File: config.mk
export PLATFORM = sky130hd
export DESIGN_NAME = reg_wb_arbiter
export DESIGN_NICKNAME = d
export VERILOG_FILES = /design/src/rtl/reg_wb_arbiter.sv
export SDC_FILE = /design/constraint.sdc
export NUM_CORES = 1
export LEC_CHECK = 0
export CORE_AREA = 2 2 106 108
export DETAILED_ROUTE_END_ITERATION = 10
export DIE_AREA = 0 0 108 110
export GPL_TIMING_DRIVEN = 1
export PLACE_DENSITY = 0.87
export SLEW_MARGIN = 5
export SYNTH_ARGS = -nofsm -noshare
export SYNTH_HDL_FRONTEND = slang
export SYNTH_SLANG_ARGS = --single-unit
File: constraint.sdc
create_clock -name clk -period 6.34 [get_ports clk]
set_input_delay 1.268 -clock clk [delete_from_list [all_inputs] [get_ports clk]]
set_output_delay 1.268 -clock clk [all_outputs]
set_load 0.1 [all_outputs]
File: src/rtl/reg_wb_arbiter.sv
// Writeback arbiter: shares the register-file write port between ALU (A) and load (B) sources,
// with a registered output stage and a pending-write scoreboard that drives operand stalls.
module reg_wb_arbiter #(
  parameter bit          RR_EN  = 1'b1,
  parameter int unsigned DATA_W = 32,
  parameter int unsigned ADDR_W = 5
) (
  input  logic              clk,
  input  logic              rst,
  input  logic              a_valid,
  output logic              a_ready,
  input  logic [ADDR_W-1:0] a_rd,
  input  logic [DATA_W-1:0] a_data,
  input  logic              b_valid,
  output logic              b_ready,
  input  logic [ADDR_W-1:0] b_rd,
  input  logic [DATA_W-1:0] b_data,
  input  logic              issue_valid,
  input  logic [ADDR_W-1:0] issue_rd,
  input  logic [ADDR_W-1:0] rs,
  input  logic [ADDR_W-1:0] rt,
  output logic              stall,
  output logic [ADDR_W-1:0] rd,
  output logic [DATA_W-1:0] w_data,
  output logic [5:0]        pend_cnt
);

  localparam int unsigned NumRegs = 2 ** ADDR_W;

  logic               rr_q, rr_d;  // 0: A has priority, 1: B has priority
  logic [ADDR_W-1:0]  rd_q, rd_d;
  logic [DATA_W-1:0]  w_data_q, w_data_d;
  logic [NumRegs-1:0] pend_q, pend_d;
  logic [5:0]         cnt_q, cnt_d;
  logic               grant_a, grant_b;

  always_comb begin
    grant_a = 1'b0;
    grant_b = 1'b0;
    if (!rst) begin
      if (a_valid && b_valid) begin
        grant_a = RR_EN ? !rr_q : 1'b1;
        grant_b = !grant_a;
      end else begin
        grant_a = a_valid;
        grant_b = b_valid;
      end
    end
  end

  assign a_ready = grant_a;
  assign b_ready = grant_b;

  always_comb begin
    rr_d     = rr_q;
    rd_d     = '0;
    w_data_d = w_data_q;
    if (RR_EN && a_valid && b_valid) rr_d = !rr_q;
    if (grant_a) begin
      rd_d     = a_rd;
      w_data_d = a_data;
    end else if (grant_b) begin
      rd_d     = b_rd;
      w_data_d = b_data;
    end
  end

  // Clear on the edge the register file writes; a same-edge issue re-reserves (set wins).
  always_comb begin
    pend_d = pend_q;
    if (rd_q != '0) pend_d[rd_q] = 1'b0;
    if (issue_valid && issue_rd != '0) pend_d[issue_rd] = 1'b1;
    pend_d[0] = 1'b0;
    cnt_d = '0;
    for (int i = 0; i < NumRegs; i++) cnt_d = cnt_d + 6'(pend_d[i]);
  end

  always_ff @(posedge clk) begin
    if (rst) begin
      rr_q     <= 1'b0;
      rd_q     <= '0;
      w_data_q <= '0;
      pend_q   <= '0;
      cnt_q    <= '0;
    end else begin
      rr_q     <= rr_d;
      rd_q     <= rd_d;
      w_data_q <= w_data_d;
      pend_q   <= pend_d;
      cnt_q    <= cnt_d;
    end
  end

  assign stall    = ((rs != '0) && pend_q[rs]) || ((rt != '0) && pend_q[rt]);
  assign rd       = rd_q;
  assign w_data   = w_data_q;
  assign pend_cnt = cnt_q;

endmodule

==> reports/qor.yml <==
placement:
  dp.final_hpwl_mm: 9.70
  place.gp.congestion: 0.913
  io_buffer_count: 139
  place_ws_ps: -713
power_and_ir_drop:
  p_int_mw: 0.876
  power.switching_fraction_pct: 36.3
  power.density_cell_area_nw_per_um2: 217
  vdd_ir_drop_max_mv: 0.144
  p_clk_share_pct: 29.7
  cellLeakagePower_nw: 2.54
  seq_power_share_pct: 37.5
  net-switching-power_mw: 0.499
  pwr-share-comb_pct: 32.8
routing:
  vias: 4033
  detail_route.wirelength_mm: 12.7
  vias_per_cell: 5.34
  drt-wirelength-per-cell_microns: 16.9
  antenna_left: 0
  count_of_tritonroute_iterations_in_the_first_routing_pass: 4
  drc_errors: 0
  first_iter_violations: 195
critical_path:
  criticalPathCategory: "input pin to flop"
  critical-path-top-delay-family: "adder cells"
  critPathMaxFanout: 6
  critPathArrivalTime_ps: 6350
  critical_path.cell_chain: "buf_2, buf_4, and3b_2, a22oi_2, fa_1, fa_1, fa_1, inv_1, fa_1, fa_1, fa_1, fa_2, fa_2, a21o_1, a21oi_2, xor2_1, nor2_1"
  crit_slowest_cell: "sky130_fd_sc_hd__fa_1"
  cp_data_required_time_ps: 6560
  type_of_origin_of_the_critical_path: "input pin"
  path_buf_inv: 3
  crit_path_end_kind: "flop"
  slowest_delay_ps: 530
  cp_common_cell: "sky130_fd_sc_hd__fa_1"
finish:
  most_frequent_standard_cell_in_the_layout_excluding_fill_and_tap_cells: "sky130_fd_sc_hd__clkdlybuf4s50_1"
  postLayoutCoreUtil_pct: 59.3
  numnets_final: 734
  diodes: 0
  area_delta_synth_final_pct: 44.6
  layout.cells.most_common_list: "130 x sky130_fd_sc_hd__clkdlybuf4s50_1, 75 x sky130_fd_sc_hd__dfxtp_1, 61 x sky130_fd_sc_hd__nor2_1, 40 x sky130_fd_sc_hd__nand2_1, 36 x sky130_fd_sc_hd__mux2i_1"
  drive_gt1_share_pct: 14.3
synthesis:
  synth-edff-count: 0
  syn_inst: 453
  synth.top_cell.area_share_pct: 34.2
  synth.largest_area_cell: "sky130_fd_sc_hd__dfxtp_1"
  synth_seq_area_share_pct: 34.2
  synth-warning-count: 0
  synth.ff_latch_count: 75
  synth.top_cells.by_area: "sky130_fd_sc_hd__dfxtp_1 34%, sky130_fd_sc_hd__fa_1 11%, sky130_fd_sc_hd__mux2i_1 8.2%, sky130_fd_sc_hd__a211oi_1 5.5%, sky130_fd_sc_hd__nor2_1 5.2%"
  synth_area_sq_um: 4380
  syn_nets: 577
  syn-mean-instance-area_sq_um: 9.68
  postSynth.asyncResetShare_pct: 0
  synth_unique_cells: 44
  dominantRegCellSynth: "sky130_fd_sc_hd__dfxtp_1"
global_route:
  top_usage_layer: "met2"
  antenna_found_initial: 0
  grt_pass1_wl_mm: 20.5
  met3_usage_pct: 6.23
  grt.overflow.total: 0
  first_global_vias: 4123
  met2_grt_util_pct: 38.7
  grt_use_met1_pct: 25.8
  grt_usage_pct: 22.6
  maximum_number_of_pins_on_one_net_before_global_route_repair: 73
timing:
  maxSlewHeadroom_pct: 32.9
  report.final.setup_viol: 0
  worstMarginPinSlew_ps: 1000
  finClkSkew_ps: 12.1
  final_clock_period_utilization_by_the_worst_path_pct: 96.8
  period_needed_ps: 6130
  achievable-frequency_ghz: 0.163
  final.setup.worst_slack_ps: 205
  report.final.slew_viol_count: 0
  finalHoldViolCount: 0
  rsz_0062_raised_after_global_routing: "false"
cts:
  clkTransAtPathRegs_ps: 90
  htree_num_levels: 3
  clock_latency_ps: 360
  cts_made_buffers: 9
  cts_sinks: 75
  cts_tree: "done"
  clk_root_buffer_cell: "sky130_fd_sc_hd__clkbuf_8"
  cts.path.max_buffers: 2
run:
  timing.max_cap.violations: 0
die:
  io_pins: 140
  die_height_microns: 110
  initial_utilization_pct: 41.0
  die_area_sq_um: 11900
  floorplan.die.width_microns: 108
  fp-row-count: 38
  core_region_area_sq_um: 10700
worst_hold_path:
  worst_min_path_class: "flop to flop"
run_status:
  outcome: "complete, no violations"
sequential cells by signal, summed over array words and instances (netlist names):
name and flops:
rr_q 1, w_data 32, rd 5, pend_cnt 6
pend_q 31
per-layer routing:
metal | part of all wire, % | up-vias
met1 | 40 | 1886
met4 | 3.9 | 0
met3 | 9.1 | 32
met5 | 0 | -
li1 | - | 1926
met2 | 47 | 189
power groups by stage:
stage | combinational (mW) | clock [mW] | sequential [mW]
2_1_floorplan | 0.133 | 0 | 0.693
3_3_place_gp | 0.443 | 0 | 0.525
3_5_place_dp | 0.448 | 0 | 0.526
4_1_cts | 0.453 | 0.415 | 0.516
5_1_grt | 0.477 | 0.434 | 0.520
6_report | 0.451 | 0.408 | 0.516
path summary, 6_finish.rpt:
path | slack (ps) | cells past startpoint | from | endpoint
worst max-delay path | 210 | 17 | issue_rd[4] | pend_cnt[4]
worst min-delay path | 560 | 2 | w_data[18] | w_data[18]
worst max register to register | 590 | 16 | rd[4] | pend_cnt[4]
worst min register to register | 560 | 2 | w_data[18] | w_data[18]
worst min-delay path, cell delays in order, from the launching register on:
cell                       delay (ps)
sky130_fd_sc_hd__dfxtp_1          320
sky130_fd_sc_hd__mux2i_1          120
sky130_fd_sc_hd__a211oi_1          80
logic make-up (layout without fill, tap and decap cells):
logic type                 count (synthesis)  count (layout)  share of synthesized area [%]
buffers and inverters                     54             216                           5.28
muxes                                     53              53                           15.8
and+or+nand+nor                          152             152                           16.5
adders and majority gates                 30              30                           12.5
AOI/OAI and AO/OA                         86              86                           15.0
DFF                                       75              75                           34.2
xor gates and xnor gates                   3               3                          0.599
Yosys cell counts, types with 3 or more instances:
library cell and instances:
sky130_fd_sc_hd__buf_2 8, sky130_fd_sc_hd__a22o_1 18, sky130_fd_sc_hd__nand2_1 40, sky130_fd_sc_hd__a21oi_1 4, sky130_fd_sc_hd__and3b_1 3, sky130_fd_sc_hd__buf_4 3, sky130_fd_sc_hd__ha_1 7, sky130_fd_sc_hd__clkbuf_1 14
sky130_fd_sc_hd__nor2b_1 23, sky130_fd_sc_hd__a211oi_1 32, sky130_fd_sc_hd__dfxtp_1 75, sky130_fd_sc_hd__mux2i_1 36, sky130_fd_sc_hd__inv_1 27, sky130_fd_sc_hd__nor3b_1 10, sky130_fd_sc_hd__nand2b_1 3, sky130_fd_sc_hd__and3_1 3
sky130_fd_sc_hd__fa_1 23, sky130_fd_sc_hd__mux2_2 6, sky130_fd_sc_hd__a22oi_1 17, sky130_fd_sc_hd__mux4_1 5, sky130_fd_sc_hd__nor3_1 3, sky130_fd_sc_hd__mux4_2 6, sky130_fd_sc_hd__nor2_1 61
cell type report:
class                           instances  area, sq um
Clock inverter                          7         91.3
Timing Repair Buffer                  173         1620
Inverter                               27          101
Fill cell                             922         4360
Clock buffer                            9          124
Multi-Input combinational cell        324         2730
Sequential cell                        75         1500
Tap cell                              140          175
what timing repair did:
action,4_1_cts,5_1_grt
setup endpoints to repair,2,2
hold buffers,0,0
pin swaps,16,12
resized for setup,25,12
buffers inserted,3,3
through the flow:
stage	cells	power (mW)	TNS (ps)	hold slack (ps)	area (sq um)
floorplan	453	0.825	0	510	4390
global placement	734	0.968	-1750	535	6040
detailed placement	734	0.974	-2220	545	6040
CTS	752	1.38	0	564	6330
global route	755	1.43	0	579	6340
finish	755	1.38	0	559	6340
Note: power is estimated with default switching activity, not from simulation.
